**config.mk**
```make
export PLATFORM = sky130hd
export DESIGN_NAME = n101_pwmcapport_flat
export DESIGN_NICKNAME = d
export VERILOG_FILES = /design/src/rtl/n101_pwmcapport_pkg.sv /design/src/rtl/n101_pwmcapport_if.sv /design/src/rtl/n101_pwmcap_chan.sv /design/src/rtl/n101_pwmcapport.sv /design/src/flat_wrapper.sv
export SDC_FILE = /design/constraint.sdc
export NUM_CORES = 1
export LEC_CHECK = 0
export ABC_AREA = 1
export ABC_CLOCK_PERIOD_IN_PS = 1600
export BUFFER_PORTS_ARGS = -buffer_cell sky130_fd_sc_hd__buf_2
export CAP_MARGIN = 20
export CORE_ASPECT_RATIO = 1.1
export CORE_MARGIN = 4
export CORE_UTILIZATION = 40
export DETAILED_ROUTE_END_ITERATION = 6
export HOLD_SLACK_MARGIN = 0.06
export SYNTH_ARGS = -nofsm -noshare
export SYNTH_HDL_FRONTEND = slang
export SYNTH_SLANG_ARGS = --single-unit
```
**constraint.sdc**
```tcl
create_clock -name clock -period 1.6 [get_ports clock]
set_clock_uncertainty 0.2 [all_clocks]
set_input_delay 0.32 -clock clock [delete_from_list [all_inputs] [get_ports clock]]
set_output_delay 0.32 -clock clock [all_outputs]
set_load 0.02 [all_outputs]
```
**src/rtl/n101_pwmcapport_pkg.sv**
```systemverilog
// Shared constants and state encoding for the PWM capture port.
// Optional glitch filter build macro: N101_PWMCAP_FILTER_EN.
package n101_pwmcapport_pkg;

    localparam int unsigned CH_DEF    = 4;
    localparam int unsigned CNT_W_DEF = 16;
`ifdef N101_PWMCAP_FILTER_EN
    localparam int unsigned FILT_N_DEF = 3;
`endif

    typedef enum logic {
        ST_IDLE = 1'b0,
        ST_MEAS = 1'b1
    } cap_state_e;

endpackage

```
**src/rtl/n101_pwmcapport_if.sv**
```systemverilog
// Capture result bus between the PWM capture port (slave) and the peripheral register block (master).
interface n101_pwmcapport_if
    import n101_pwmcapport_pkg::*;
#(
    parameter int unsigned CH    = CH_DEF,
    parameter int unsigned CNT_W = CNT_W_DEF
);

    logic [CH-1:0]       cap_en;
    logic [CH-1:0]       cap_pue;
    logic [CH-1:0]       cap_ack;
    logic [CH*CNT_W-1:0] cap_period;
    logic [CH*CNT_W-1:0] cap_high;
    logic [CH-1:0]       cap_vld;
    logic [CH-1:0]       cap_ovf;
    logic [CH-1:0]       cap_lost;

    modport master (
        output cap_en, cap_pue, cap_ack,
        input  cap_period, cap_high, cap_vld, cap_ovf, cap_lost
    );

    modport slave (
        input  cap_en, cap_pue, cap_ack,
        output cap_period, cap_high, cap_vld, cap_ovf, cap_lost
    );

endinterface

```
**src/rtl/n101_pwmcap_chan.sv**
```systemverilog
// One capture channel: pad synchroniser, optional glitch filter (N101_PWMCAP_FILTER_EN),
// arm/measure FSM, saturating period/high counters and result handshake.
module n101_pwmcap_chan
    import n101_pwmcapport_pkg::*;
#(
    parameter int unsigned CNT_W = CNT_W_DEF
`ifdef N101_PWMCAP_FILTER_EN
    ,
    parameter int unsigned FILT_N = FILT_N_DEF
`endif
) (
    input  logic             clock,
    input  logic             rst_n,
    input  logic             en,
    input  logic             ack,
    input  logic             pin,
    output logic [CNT_W-1:0] period,
    output logic [CNT_W-1:0] high,
    output logic             vld,
    output logic             ovf,
    output logic             lost
);

    localparam logic [CNT_W-1:0] CNT_MAX = '1;

    logic sync1_q, sync2_q, s_q, s_d, s_prev_q, rise;
    cap_state_e state_q, state_d;
    logic [CNT_W-1:0] cnt_q, cnt_d, hcnt_q, hcnt_d;
    logic [CNT_W-1:0] period_q, period_d, high_q, high_d;
    logic ovf_acc_q, ovf_acc_d, ovf_q, ovf_d, vld_q, vld_d, lost_q, lost_d;

`ifdef N101_PWMCAP_FILTER_EN
    localparam int unsigned FC_W = (FILT_N > 1) ? $clog2(FILT_N) : 1;
    logic [FC_W-1:0] fcnt_q, fcnt_d;

    // s follows the synced input only after FILT_N consecutive differing samples
    always_comb begin
        s_d    = s_q;
        fcnt_d = '0;
        if (sync2_q != s_q) begin
            if (fcnt_q == FC_W'(FILT_N - 1)) begin
                s_d = sync2_q;
            end else begin
                fcnt_d = fcnt_q + FC_W'(1);
            end
        end
    end

    always_ff @(posedge clock or negedge rst_n) begin
        if (!rst_n) fcnt_q <= '0;
        else        fcnt_q <= fcnt_d;
    end
`else
    always_comb s_d = sync2_q;
`endif

    assign rise = s_q & ~s_prev_q;

    // FSM, counters and result/handshake next-state
    always_comb begin
        state_d   = state_q;
        cnt_d     = cnt_q;
        hcnt_d    = hcnt_q;
        ovf_acc_d = ovf_acc_q;
        period_d  = period_q;
        high_d    = high_q;
        ovf_d     = ovf_q;
        vld_d     = vld_q;
        lost_d    = lost_q;

        if (ack && vld_q) begin
            vld_d  = 1'b0;
            lost_d = 1'b0;
        end

        case (state_q)
            ST_IDLE: begin
                cnt_d     = '0;
                hcnt_d    = '0;
                ovf_acc_d = 1'b0;
                if (en && rise) begin
                    state_d = ST_MEAS;
                    cnt_d   = CNT_W'(1);
                    hcnt_d  = CNT_W'(1);
                end
            end
            ST_MEAS: begin
                if (!en) begin
                    state_d   = ST_IDLE;
                    cnt_d     = '0;
                    hcnt_d    = '0;
                    ovf_acc_d = 1'b0;
                end else if (rise) begin
                    period_d  = cnt_q;
                    high_d    = hcnt_q;
                    ovf_d     = ovf_acc_q;
                    vld_d     = 1'b1;
                    if (vld_q && !ack) lost_d = 1'b1;
                    cnt_d     = CNT_W'(1);
                    hcnt_d    = CNT_W'(1);
                    ovf_acc_d = 1'b0;
                end else begin
                    if (cnt_q == CNT_MAX) ovf_acc_d = 1'b1;
                    else                  cnt_d     = cnt_q + CNT_W'(1);
                    if (s_q) begin
                        if (hcnt_q == CNT_MAX) ovf_acc_d = 1'b1;
                        else                   hcnt_d    = hcnt_q + CNT_W'(1);
                    end
                end
            end
        endcase
    end

    always_ff @(posedge clock or negedge rst_n) begin
        if (!rst_n) begin
            sync1_q   <= 1'b0;
            sync2_q   <= 1'b0;
            s_q       <= 1'b0;
            s_prev_q  <= 1'b0;
            state_q   <= ST_IDLE;
            cnt_q     <= '0;
            hcnt_q    <= '0;
            ovf_acc_q <= 1'b0;
            period_q  <= '0;
            high_q    <= '0;
            ovf_q     <= 1'b0;
            vld_q     <= 1'b0;
            lost_q    <= 1'b0;
        end else begin
            sync1_q   <= pin;
            sync2_q   <= sync1_q;
            s_q       <= s_d;
            s_prev_q  <= s_q;
            state_q   <= state_d;
            cnt_q     <= cnt_d;
            hcnt_q    <= hcnt_d;
            ovf_acc_q <= ovf_acc_d;
            period_q  <= period_d;
            high_q    <= high_d;
            ovf_q     <= ovf_d;
            vld_q     <= vld_d;
            lost_q    <= lost_d;
        end
    end

    assign period = period_q;
    assign high   = high_q;
    assign vld    = vld_q;
    assign ovf    = ovf_q;
    assign lost   = lost_q;

endmodule

```
**src/rtl/n101_pwmcapport.sv**
```systemverilog
// PWM capture pin port: CH input-only pads, one measurement channel per pin.
// Glitch filter in every channel when N101_PWMCAP_FILTER_EN is defined.
module n101_pwmcapport
    import n101_pwmcapport_pkg::*;
#(
    parameter int unsigned CH    = CH_DEF,
    parameter int unsigned CNT_W = CNT_W_DEF
`ifdef N101_PWMCAP_FILTER_EN
    ,
    parameter int unsigned FILT_N = FILT_N_DEF
`endif
) (
    input  logic            clock,
    input  logic            rst_n,
    n101_pwmcapport_if.slave cap,
    input  logic [CH-1:0]   io_pins_ival,
    output logic [CH-1:0]   io_pins_oval,
    output logic [CH-1:0]   io_pins_oe,
    output logic [CH-1:0]   io_pins_ie,
    output logic [CH-1:0]   io_pins_pue,
    output logic [CH-1:0]   io_pins_ds
);

    // Pads are permanently inputs; only the pull-up is software controlled
    assign io_pins_oval = '0;
    assign io_pins_oe   = '0;
    assign io_pins_ie   = '1;
    assign io_pins_pue  = cap.cap_pue;
    assign io_pins_ds   = '0;

    for (genvar i = 0; i < CH; i++) begin : g_chan
        n101_pwmcap_chan #(
            .CNT_W (CNT_W)
`ifdef N101_PWMCAP_FILTER_EN
            ,
            .FILT_N(FILT_N)
`endif
        ) u_chan (
            .clock (clock),
            .rst_n (rst_n),
            .en    (cap.cap_en[i]),
            .ack   (cap.cap_ack[i]),
            .pin   (io_pins_ival[i]),
            .period(cap.cap_period[i*CNT_W +: CNT_W]),
            .high  (cap.cap_high[i*CNT_W +: CNT_W]),
            .vld   (cap.cap_vld[i]),
            .ovf   (cap.cap_ovf[i]),
            .lost  (cap.cap_lost[i])
        );
    end

endmodule

```
**src/flat_wrapper.sv**
```systemverilog
// flat-port wrapper written by rule: the top's interface ports become plain ports
module n101_pwmcapport_flat import n101_pwmcapport_pkg::*;
#(
    parameter int unsigned CH    = CH_DEF,
    parameter int unsigned CNT_W = CNT_W_DEF

)
  (clock, rst_n, io_pins_ival, io_pins_oval, io_pins_oe, io_pins_ie, io_pins_pue, io_pins_ds, cap_cap_en, cap_cap_pue, cap_cap_ack, cap_cap_period, cap_cap_high, cap_cap_vld, cap_cap_ovf, cap_cap_lost);
  n101_pwmcapport_if #(.CH(CH), .CNT_W(CNT_W)) cap_i ();
  input  logic clock;
  input  logic rst_n;
  input  logic [CH-1:0] io_pins_ival;
  output logic [CH-1:0] io_pins_oval;
  output logic [CH-1:0] io_pins_oe;
  output logic [CH-1:0] io_pins_ie;
  output logic [CH-1:0] io_pins_pue;
  output logic [CH-1:0] io_pins_ds;
  input wire logic [$bits(cap_i.cap_en)-1:0] cap_cap_en;
  input wire logic [$bits(cap_i.cap_pue)-1:0] cap_cap_pue;
  input wire logic [$bits(cap_i.cap_ack)-1:0] cap_cap_ack;
  output wire logic [$bits(cap_i.cap_period)-1:0] cap_cap_period;
  output wire logic [$bits(cap_i.cap_high)-1:0] cap_cap_high;
  output wire logic [$bits(cap_i.cap_vld)-1:0] cap_cap_vld;
  output wire logic [$bits(cap_i.cap_ovf)-1:0] cap_cap_ovf;
  output wire logic [$bits(cap_i.cap_lost)-1:0] cap_cap_lost;
  assign cap_i.cap_en = cap_cap_en;
  assign cap_i.cap_pue = cap_cap_pue;
  assign cap_i.cap_ack = cap_cap_ack;
  assign cap_cap_period = cap_i.cap_period;
  assign cap_cap_high = cap_i.cap_high;
  assign cap_cap_vld = cap_i.cap_vld;
  assign cap_cap_ovf = cap_i.cap_ovf;
  assign cap_cap_lost = cap_i.cap_lost;
  n101_pwmcapport #(.CH(CH), .CNT_W(CNT_W)) u_core (.clock(clock), .rst_n(rst_n), .cap(cap_i), .io_pins_ival(io_pins_ival), .io_pins_oval(io_pins_oval), .io_pins_oe(io_pins_oe), .io_pins_ie(io_pins_ie), .io_pins_pue(io_pins_pue), .io_pins_ds(io_pins_ds));
endmodule
```
**After elaboration in Yosys (flattened, before gate mapping)**

Cells that the tools add are included.

- Multiplexer cells: 112
- Add/sub/neg operators: 8
- Reduce and logical (&&, ||, !) cells: 24
- Equal/unequal tests: 20
- Bitwise operators: 12

Operators with widths:

| cell | count |
|---|---|
| 16-bit two-way mux | 28 |
| 16-bit one-hot mux with 2 select lines | 8 |
| 16-bit by 1-bit adder with 16-bit output (second input constant) | 8 |
| 16-bit equality test (second input constant) | 8 |
| 1-bit two-way mux | 68 |
| 4-bit inequality test (second input constant) | 12 |
| 1-bit one-hot mux with 2 select lines | 8 |
| 1-bit logical AND | 12 |
| 3-bit AND reduction | 4 |
| 1-bit NOT | 8 |
| 2-bit AND reduction | 4 |
| 1-bit AND | 4 |
| 1-bit zero test | 4 |

- Input bits: 18
- Logic and storage cells: 228
- Bits in registers: 292
- Output and inout bits: 160

**Depth between registers and ports, before layout**

Gate-level depths: netlist of run 1.

- Word-level depth: 7
- Depth in mapped cells: 11
- Depth with buffers taken out: 10

**Cells and area by module**

Synthesis of run 1 repeated with hierarchy kept, for this count alone.

- Cells, all modules: 1735
- Area total of the unflattened synthesis: 14012.2 um^2

By module, submodules not included:

| module | cells an instance | times used | sequential area each (um^2) | area an instance (um^2) |
|---|---|---|---|---|
| n101_pwmcap_chan at u_core.g_chan[0].u_chan ... | 429 | 3 | 1826.8 | 3475.8 |
| n101_pwmcap_chan at u_core.g_chan[3].u_chan | 426 | 1 | 1826.8 | 3427.0 |
| n101_pwmcapport | 22 | 1 | 0.0 | 157.7 |

**Worst setup path after synthesis of run 1**

Ideal clock, no wire load.

- Path kind: reg-to-reg
- Start: reg u_core.g_chan[1].u_chan.hcnt_q[1]
- End: reg u_core.g_chan[1].u_chan.hcnt_q[7]
- Stages on the path, launching flop included: 12
- Setup time: 0.113 ns
- Clock period less this slack: 1.686 ns
- Data arrival time: 1.373 ns
- Path buffers: 1
- Data required time: 1.287 ns
- Path slack: -0.086 ns
- Path through: dfrtp_1 -> ha_1 -> nand2_2 -> nor2_4 -> nand2_2 -> nor2_4 -> nand2_4 -> buf_6 -> nand3_1 -> nand2_1 -> nand2_1 -> inv_1

- Word-level cells in the longest chain between the ends: 6
- Elaborated cells between the ends (all ways): 9
- Those cells by class: add/sub (1); eq/ne (2); mux (5); reduce/logical (1)

Ends and longest elaborated chain:

| element | RTL line | RTL |
|---|---|---|
| start, declared | n101_pwmcap_chan.sv:28 | `logic [CNT_W-1:0] cnt_q, cnt_d, hcnt_q, hcnt_d;` |
| start signal, assigned | n101_pwmcap_chan.sv:136 | `hcnt_q <= hcnt_d;` |
| 16-bit by 1-bit adder with 16-bit output | n101_pwmcap_chan.sv:107 | `else hcnt_d = hcnt_q + CNT_W'(1);` |
| 16-bit two-way mux | n101_pwmcap_chan.sv:106 | `if (hcnt_q == CNT_MAX) ovf_acc_d = 1'b1;` |
| 16-bit two-way mux | n101_pwmcap_chan.sv:105 | `if (s_q) begin` |
| 16-bit two-way mux | n101_pwmcap_chan.sv:93 | `end else if (rise) begin` |
| 16-bit two-way mux | n101_pwmcap_chan.sv:88 | `if (!en) begin` |
| 16-bit one-hot mux with 2 select lines | n101_pwmcap_chan.sv:76 | `case (state_q)` |

Parallel ways exist; a longest one is shown, timed or not. The select of a mux whose other input is x is not followed.
A chain may end at the register's enable or synchronous reset.

**Worst setup path after layout of run 1**

- Start: reg u_core.g_chan[1].u_chan.hcnt_q[0]
- End: reg u_core.g_chan[1].u_chan.hcnt_q[6]

The elaborated chain is that of the path after synthesis.

==> results of run 1 <==
worst max-delay path: cells and delay by family (launching register included):
kind / cells / cell delay [ps]
buffers and inverters: 1 / 40
flip-flops: 1 / 370
AND/OR/NAND/NOR: 8 / 840
adder cells (fa/ha/maj): 1 / 220
what timing repair did:
item	4_1_cts	5_1_grt
hold buffers	14	1
endpoints found under the hold margin	314	2
setup buffers	72	68
gates resized for setup	379	354
endpoints found under the setup margin	258	501
cloned	6	18
pin swaps	32	78
where the power goes:
group          switching, mW  internal [mW]  total, mW
combinational          0.689          0.528       1.22
clock                   2.94           4.01       6.95
sequential            0.0774           7.48       7.56
total                   3.70           12.0       15.7
layer usage:
layer  routed length (um)  track usage, %
met5                    0               0
met2                21500            34.3
met3                 1750            3.03
met4                  848            5.03
met1                18000            24.8
synthesized netlist by cell type, drive strengths merged:
master	number	area (um2)
nand4	23	144
nor3b	1	7.51
o21a	1	7.51
conb	2	7.51
dfrtp	292	7310
ha	8	100
nor2	195	902
clkinv	1	5.00
nand3	124	671
xnor2	1	8.76
inv	242	908
o211ai	2	15.0
and2	4	25.0
nor3	7	35.0
a21boi	1	7.51
xor2	9	78.8
a21oi	22	121
a2bb2oi	5	43.8
buf	53	405
a31oi	3	18.8
nand2	614	2370
clkbuf	24	90.1
or2	3	18.8
nand3b	2	15.0
o21ai	204	1050
a22oi	8	60.1
layout make-up:
cell class | count | area share, %
clock buffer | 47 | 4.06
clock inverter | 5 | 0.252
inverter | 243 | 4.19
multi-input combinational | 1259 | 32.2
sequential | 292 | 32.8
tap | 481 | 2.70
timing repair buffer | 549 | 23.8
timing repair inverter | 1 | 0.0393
per-stage QoR:
stage | setup slack, ps | setup TNS, ps | total power [mW] | cells
after floorplan | -85.2 | -2220 | 8.13 | 1865
after global placement | -156 | -4540 | 8.59 | 2650
after detailed placement | -197 | -7880 | 8.60 | 2650
after CTS | -126 | -11190 | 15.8 | 2793
after global routing | -249 | -31240 | 16.4 | 2877
final | -170 | -9870 | 15.7 | 2877
how the worst max path moves through the flow:
stage	start	to	slack (ps)
after floorplan	u_core.g_chan[1].u_chan.hcnt_q[1]	u_core.g_chan[1].u_chan.hcnt_q[7]	-90
after global placement	u_core.g_chan[0].u_chan.hcnt_q[1]	u_core.g_chan[0].u_chan.hcnt_q[6]	-160
after detailed placement	u_core.g_chan[0].u_chan.hcnt_q[1]	u_core.g_chan[0].u_chan.hcnt_q[15]	-200
after CTS	u_core.g_chan[1].u_chan.hcnt_q[0]	u_core.g_chan[1].u_chan.hcnt_q[10]	-130
after global routing	u_core.g_chan[1].u_chan.hcnt_q[0]	u_core.g_chan[1].u_chan.hcnt_q[15]	-250
final	u_core.g_chan[1].u_chan.hcnt_q[0]	u_core.g_chan[1].u_chan.hcnt_q[6]	-170
kinds of logic after synthesis:
group	synth area share, %
adder cells (fa/ha/maj)	0.694
buffers and inverters	9.77
AND/OR/NAND/NOR	29.0
AO/OA/AOI/OAI	9.19
flip-flops	50.7
XOR/XNOR	0.607
other	0.0521
sequential cells by signal (all words and copies together) (netlist names), named ones only:
| signal | flops |
|---|---|
| u_core.g_chan.u_chan.vld | 4 |
| u_core.g_chan.u_chan.cnt_q | 64 |
| u_core.g_chan.u_chan.s_d | 4 |
| u_core.g_chan.u_chan.hcnt_q | 64 |
| u_core.g_chan.u_chan.high | 64 |
| u_core.g_chan.u_chan.ovf | 4 |
| u_core.g_chan.u_chan.ovf_acc_q | 4 |
| u_core.g_chan.u_chan.sync1_q | 4 |
| u_core.g_chan.u_chan.period | 64 |
| u_core.g_chan.u_chan.s_prev_q | 4 |
| u_core.g_chan.u_chan.state_q | 4 |
| u_core.g_chan.u_chan.s_q | 4 |
==> results.md, run 1 <==
- Outcome: complete, but fails checks
- Failing checks: setup timing
- Worst Path Arrival: 2030 ps
- GRT Residual Overflow: 0
- First-pass GRT wire length: 65.0 mm
- FF-to-FF End: u_core.g_chan[1].u_chan.hcnt_q[6]
- Slowest-stage cell, CP: dfrtp_1
- Post-Syn Instances: 1,851
- PD cells: 705 nW/um2
- Critical Path Source Type: flop
- Clock transition at path regs: 60 ps
- R2R cell count: 10
- DP Area: 17,500 um2
- Core ar.: 35,400 um2
- Vias: 13.8k
- Wirelength per Cell: 14.7 um
- Die width: 189 um
- Max VDD drop: 0.785 mV
- Sink Count: 292
- Share of post-route cells with drive strength above 1: 38.7%
- Avg Cell Area, Syn: 7.79 um2
- Delay of the slowest critical-path stage: 370 ps
- Final Hold Viols: 0
- Mapped cell area: 14,400 um2
- MaxCap Viol Count: 0
- Area grow syn2layout: 54.7%
- Clock Root Buffer: clkbuf_16
- R2r startpoint: u_core.g_chan[1].u_chan.hcnt_q[0]
- Sequential Area: 7310 um2
- Effective utilization at floorplan: 40.7%
- Critical Path RT: 1860 ps
- Final worst path period share: 111%
- Ports: 178
- Worst skew pair latency: 570 ps
- Initial antenna violation count: 0
- DP Wirelength: 27.1 mm
- CTS tree: done
- Post-synthesis sequential area ratio: 50.7%
- RSZ-0062 raised after global routing: yes
- Most frequent cells in the layout: nand2_1 (506), buf_4 (309), dfrtp_1 (291)
- Synth unique cells: 42
- Pleak: 11.2 nW
- 1st-iter DRT viols: 703
- CP Max Fanout: 6
- Hold Path Class: input pin to async pin
- Antenna-violating nets left: 0
- Max Transition Viols Final: 0
- Final setup viols: 249
- DRT Pass-1 Iters: 5
- Row cnt: 72
- Final min period: 1770 ps
- Crit Path Category: flop to flop
- TritonCTS buffer count: 31
- Leading cell type in the layout, fill and taps excluded: nand2_1
- Port Buffer Count: 153
- H-tree depth: 1
- Max clock buf depth: 3
- Layout net count: 2,403
- Final design utilization: 63.0%
- Fin worst setup slack: -170 ps
- ANT cells: 0
- Critical path endpoint category: flop
- Largest net degree at the start of global routing: 68
- Number of global-route vias before repair: 13.5k
- Die height: 207 um
- Multi-input gate area: 7180 um2
- Final Wtd Congestion: 0.863
- Post-Route WL: 42.2 mm
- Reg2Reg Setup Slack: -170 ps
- Yosys reg bits: 292
- Fillcell total: 2,954
- Via density per instance: 4.79
- FMAX: 565 MHz
- Critical path, cell by cell: ha_2 -> nand2_4 -> nor2_4 -> nand2_2 -> nor2_4 -> nand2_2 -> nand3_1 -> nand2_1 -> nand2_1 -> inv_1
- Hold slack: 109 ps
- Die Footprint: 39,200 um2
- Final instance area: 22,300 um2
- DRC violations left: 0
- Gr usage total: 19.4%
- Synthesis warning total: 0
No activity file was read; power rests on OpenSTA's default activity.
==> run 2, diff against run 1 <==
--- a/config.mk
+++ b/config.mk
@@ -14,6 +14,7 @@
 export CORE_UTILIZATION = 40
 export DETAILED_ROUTE_END_ITERATION = 6
 export HOLD_SLACK_MARGIN = 0.06
+export RECOVER_POWER = 50
 export SYNTH_ARGS = -nofsm -noshare
 export SYNTH_HDL_FRONTEND = slang
 export SYNTH_SLANG_ARGS = --single-unit
==> run 2 against run 1 <==
Effect of this change: the run still ends with setup timing left; flip-flop and latch count unchanged; fmax is essentially flat; design area fell by 0.62%; first-iteration DRC count rose by 2.3%; via count hardly changed; utilization fell by 0.39 points; final cell count is the same; non-clock buffer count unchanged; largest cell class unchanged; count of clock-buffer cells in the layout unchanged.
==> results.md, run 2 (synthesis gave the netlist of run 1 again) <==
- Outcome: complete, but fails checks
- Failing checks: setup timing
- Vias: 13.8k
- Max VDD drop: 0.784 mV
- Clock transition at path regs: 60 ps
- Clock Root Buffer: clkbuf_16
- Worst skew pair latency: 570 ps
- Post-Route WL: 42.2 mm
- Fillcell total: 2,979
- Core ar.: 35,400 um2
- Final worst path period share: 111%
- Via density per instance: 4.79
- Critical path, cell by cell: ha_2 -> nand2_4 -> nor2_4 -> nand2_2 -> nor2_4 -> nand2_2 -> nand3_1 -> nand2_1 -> nand2_1 -> inv_1
- Layout net count: 2,403
- Final instance area: 22,200 um2
- DP Worst Slack: -197 ps
- Final Wtd Congestion: 0.863
- Area grow syn2layout: 53.7%
- Final min period: 1770 ps
- Final setup viols: 250
- Die height: 207 um
- GRT Residual Overflow: 0
- Sink Count: 292
- Initial antenna violation count: 0
- Fin worst setup slack: -171 ps
- Slowest-stage cell, CP: dfrtp_1
- Final design utilization: 62.6%
- Largest net degree at the start of global routing: 68
- MaxCap Viol Count: 0
- FMAX: 565 MHz
- Die width: 189 um
- ANT cells: 0
- Crit Path Category: flop to flop
- Ports: 178
- PD cells: 708 nW/um2
- Worst-Margin Slew: 761 ps
- Hold Path Class: input pin to async pin
- TritonCTS buffer count: 31
- Antenna-violating nets left: 0
- H-tree depth: 1
- Port Buffer Count: 153
- Row cnt: 72
- DRT Pass-1 Iters: 5
- 1st-iter DRT viols: 719
- Effective utilization at floorplan: 40.7%
- Critical Path RT: 1860 ps
- Most frequent cells in the layout: nand2_1 (506), buf_4 (302), dfrtp_1 (291)
- DP Wirelength: 27.1 mm
- Hold slack: 127 ps
- Critical Path Source Type: flop
- Max-Slew Margin vs Limit: 49.3%
- Number of global-route vias before repair: 13.5k
- Worst Path Arrival: 2030 ps
- CP Max Fanout: 6
- Pleak: 11.2 nW
- CTS tree: done
- DP Area: 17,500 um2
- Critical path endpoint category: flop
- Leading cell type in the layout, fill and taps excluded: nand2_1
- Max Transition Viols Final: 0
- Share of post-route cells with drive strength above 1: 38.3%
- Sum Neg Setup Slack: -9890 ps
- Final Hold Viols: 0
- Gr usage total: 19.4%
- DRC violations left: 0
- Max clock buf depth: 3
- RSZ-0062 raised after global routing: yes
- Die Footprint: 39,200 um2
- First-pass GRT wire length: 65.0 mm
- Delay of the slowest critical-path stage: 370 ps
- Wirelength per Cell: 14.7 um
[run 2: cell count changes in the layout (fill, tap and decap cells not counted)]
cell and change:
clkbuf_1 +9, buf_16 -1, buf_2 -3, clkbuf_16 -2
buf_12 -4, clkbuf_2 +3, clkbuf_4 +5, buf_4 -7
[run 2: final cells by class]
| class | count | area, um2 | share of cell area, % |
|---|---|---|---|
| inverter | 243 | 935 | 4.21 |
| clock inverter | 5 | 56.3 | 0.254 |
| timing repair buffer | 549 | 5180 | 23.4 |
| timing repair inverter | 1 | 8.76 | 0.0395 |
| multi-input combinational | 1259 | 7180 | 32.4 |
| sequential | 292 | 7310 | 33.0 |
| clock buffer | 47 | 906 | 4.09 |
| tap | 481 | 602 | 2.71 |
[run 2: timing repair]
item,4_1_cts,5_1_grt
endpoints found under the hold margin,314,2
resized for setup,379,354
hold buffers,14,1
gates cloned,6,18
pin swaps,32,78
buffers inserted,72,68
endpoints found under the setup margin,258,501
[run 2: critical path: cells and delay by family (launching register included)]
kind,cells,cell delay [ps]
adder cells (fa/ha/maj),1,220
buffers and inverters,1,40
flip-flops,1,370
AND/OR/NAND/NOR,8,830
[run 2: power breakdown]
group / internal, mW / switching, mW / leakage (nW)
Sequential: 7.48 / 0.0770 / 4.02
Clock: 4.01 / 2.94 / 0.469
Combinational: 0.490 / 0.684 / 6.66
[run 2: per-layer routing]
metal  vias up  share of wire [%]  wire [um]  GRT usage, %
met1      6612                 43      17900          24.8
met3        62                4.3       1820          3.03
met4         0                2.1        899          5.03
met5         -                  0          0             0
met2       263                 51      21500          34.3
li1       6843                  -          -             -
[run 2: through the flow]
step           power (mW)  cells
2_1_floorplan        8.13   1865
3_3_place_gp         8.59   2650
3_5_place_dp         8.60   2650
4_1_cts              15.8   2793
5_1_grt              16.3   2877
6_report             15.7   2877
[run 2: final timing paths]
path                                                   start                           endpoint  slack (ps)  cells after the start
setup / recovery           u_core.g_chan[1].u_chan.hcnt_q[0]  u_core.g_chan[1].u_chan.hcnt_q[6]        -170                     10
hold / removal                                         rst_n   u_core.g_chan[1].u_chan.high[15]         130                      2
setup reg to reg           u_core.g_chan[1].u_chan.hcnt_q[0]  u_core.g_chan[1].u_chan.hcnt_q[6]        -170                     10
hold reg to reg              u_core.g_chan[1].u_chan.sync1_q        u_core.g_chan[1].u_chan.s_d         150                      0
max in group asynchronous                              rst_n  u_core.g_chan[0].u_chan.period[5]          60                      4
min in group clock           u_core.g_chan[1].u_chan.sync1_q        u_core.g_chan[1].u_chan.s_d         150                      0
==> run 3, diff against run 2 <==
--- a/config.mk
+++ b/config.mk
@@ -6,7 +6,7 @@
 export NUM_CORES = 1
 export LEC_CHECK = 0
 export ABC_AREA = 1
-export ABC_CLOCK_PERIOD_IN_PS = 1600
+export ABC_CLOCK_PERIOD_IN_PS = 2200
 export BUFFER_PORTS_ARGS = -buffer_cell sky130_fd_sc_hd__buf_2
 export CAP_MARGIN = 20
 export CORE_ASPECT_RATIO = 1.1
@@ -14,6 +14,7 @@
 export CORE_UTILIZATION = 40
 export DETAILED_ROUTE_END_ITERATION = 6
 export HOLD_SLACK_MARGIN = 0.06
+export PLACE_DENSITY = 0.67
 export RECOVER_POWER = 50
 export SYNTH_ARGS = -nofsm -noshare
 export SYNTH_HDL_FRONTEND = slang
==> constraint.sdc (replaced) <==
create_clock -name clock -period 2.2 [get_ports clock]
set_clock_uncertainty 0.2 [all_clocks]
set_input_delay 0.44 -clock clock [delete_from_list [all_inputs] [get_ports clock]]
set_output_delay 0.44 -clock clock [all_outputs]
set_load 0.02 [all_outputs]
==> run 3 against run 2 <==
Effect of this change: non-clock buffer count shrank 355; register-to-register slack gained 420 ps; first-iteration DRC count grew 1.9%; total power shrank 28%; fmax shrank 9.3%; global-route usage shrank 2.5 points; count of clock-buffer cells in the layout shrank 1; via count shrank 13%; design area shrank 25%; critical endpoint is now u_core.g_chan[0].u_chan.hcnt_q[15]; routed wire length shrank 21%; the flow now finishes without violations; critical path depth is the same.
==> results.md, run 3 (synthesis gave the netlist of run 1 again) <==
- Area grow syn2layout: 15.7%
- Final Wtd Congestion: 0.912
- Final worst path period share: 88.7%
- Met3 usage: 2.73%
- GRT Residual Overflow: 0
- Critical Path RT: 2470 ps
- Max clock buf depth: 3
- Pleak: 8.50 nW
- Fillcell total: 3,448
- Worst skew pair latency: 580 ps
- Port Buffer Count: 153
- Final setup viols: 0
- DP Wirelength: 24.5 mm
- DRC violations left: 0
- CTS tree: done
- Largest net degree at the start of global routing: 59
- Clock transition at path regs: 60 ps
- Final min period: 1950 ps
- Sink Count: 292
- Share of post-route cells with drive strength above 1: 14.2%
- CP Max Fanout: 13
- Post-Route WL: 33.5 mm
- Buf+Inv Stages, Crit Path: 1
- DP Worst Slack: 201 ps
- Delay of the slowest critical-path stage: 400 ps
- Row cnt: 72
- Total setup buffers inserted after CTS: 0
- FMAX: 512 MHz
- Max VDD drop: 0.526 mV
- Die Footprint: 39,200 um2
- Fin worst setup slack: 248 ps
- Vias: 12.0k
- Slowest-stage cell, CP: dfrtp_1
- Hold slack: 148 ps
- MaxCap Viol Count: 0
- Initial antenna violation count: 0
- Effective utilization at floorplan: 40.7%
- Worst-Margin Slew: 928 ps
- Number of global-route vias before repair: 11.7k
- Total Power: 11.3 mW
- Routing usage on met1: 22.4%
- Gr usage total: 16.8%
- Via density per instance: 4.77
- RSZ-0062 raised after global routing: no
- Leading cell type in the layout, fill and taps excluded: nand2_1
- Core ar.: 35,400 um2
- Die height: 207 um
- Critical path endpoint category: flop
- Placed insts: 2,450
- Layout net count: 2,041
- Clock Root Buffer: clkbuf_16
- PD cells: 680 nW/um2
- Worst Path Arrival: 2220 ps
- Most frequent cells in the layout: nand2_1 (599), dfrtp_1 (292), inv_1 (233)
- Max-Slew Margin vs Limit: 38.1%
- Hold Path Class: input pin to async pin
- Most used cell, CP: nand2_1
- Non-filler cells in the finished layout: 2,519
- Wirelength per Cell: 13.3 um
- Final Hold Viols: 0
- Global route hottest layer: met2
- First-pass GRT wire length: 56.7 mm
- DRT Pass-1 Iters: 5
- Crit Path Category: flop to flop
- Critical Path Source Type: flop
- Sum Neg Setup Slack: 0 ps
- Ports: 178
- Antenna-violating nets left: 0
- CP delay by family, top: simple AND/OR/NAND/NOR gates
- Die width: 189 um
- ANT cells: 0
- Max Transition Viols Final: 0
- H-tree depth: 1
- Outcome: finished, final reports clean
- M2 GR Usage: 28.6%
- 1st-iter DRT viols: 733
- Critical path, cell by cell: ha_1 -> nand2_1 -> nor2_2 -> nand2_1 -> nor2_2 -> nand2_2 -> nand3_1 -> nand2_1 -> nand2_1 -> inv_1
- TritonCTS buffer count: 31
-- run 3: cell types whose count changed in the layout (fill, tap and decap cells not counted), sizes merged --
cell | before | now
inv | 240 | 241
nand3 | 127 | 124
clkbuf | 75 | 57
clkinvlp | 2 | 1
bufinv | 1 | 3
clkinv | 6 | 8
nand2 | 617 | 614
buf | 508 | 170
-- run 3: worst paths after layout --
| check | start | endpoint | slack (ps) | cells after the start |
|---|---|---|---|---|
| max in group asynchronous | rst_n | u_core.g_chan[0].u_chan.period[14] | 480 | 3 |
| worst max-delay path | u_core.g_chan[0].u_chan.hcnt_q[1] | u_core.g_chan[0].u_chan.hcnt_q[15] | 250 | 10 |
| worst min-delay path | rst_n | u_core.g_chan[3].u_chan.high[4] | 150 | 2 |
| min in group clock | u_core.g_chan[3].u_chan.s_d | u_core.g_chan[3].u_chan.s_q | 150 | 0 |
| worst max register to register | u_core.g_chan[0].u_chan.hcnt_q[1] | u_core.g_chan[0].u_chan.hcnt_q[15] | 250 | 10 |
| worst min register to register | u_core.g_chan[3].u_chan.s_d | u_core.g_chan[3].u_chan.s_q | 150 | 0 |
-- run 3: per-stage QoR --
step | utilization, % | instance area (um2)
CTS | 47.5 | 16800
finish | 47.2 | 16700
global route | 47.2 | 16700
floorplan | - | 14500
detailed placement | 44.2 | 15600
global placement | 44.2 | 15600
-- run 3: routing by layer --
metal	part of all wire, %	wire length (um)
met5	0	0
met4	2.2	738
met3	5.8	1930
met2	48	15900
met1	45	14900
-- run 3: area by class of cell --
type / instances / area [um2] / share of cell area, %
multi-input cells: 1253 / 5730 / 34.3
clock inverters: 10 / 135 / 0.809
well taps: 481 / 602 / 3.60
inverters: 243 / 913 / 5.47
flip-flops and latches: 292 / 7310 / 43.8
repair buffers: 194 / 1100 / 6.62
clock buffers: 46 / 902 / 5.40
-- run 3: power breakdown --
group	switching [mW]	internal (mW)	total, mW	leakage (nW)
registers	0.0525	5.44	5.50	4.03
clock network	2.16	3.17	5.33	0.509
logic	0.382	0.139	0.520	3.97
total	2.59	8.75	11.3	8.50
-- run 3: timing repair --
action                                  in CTS  in global routing
hold endpoints to repair                   313                  0
hold buffers                                13                  0
gates resized for setup                      0                  2
endpoints found under the setup margin       0                  9
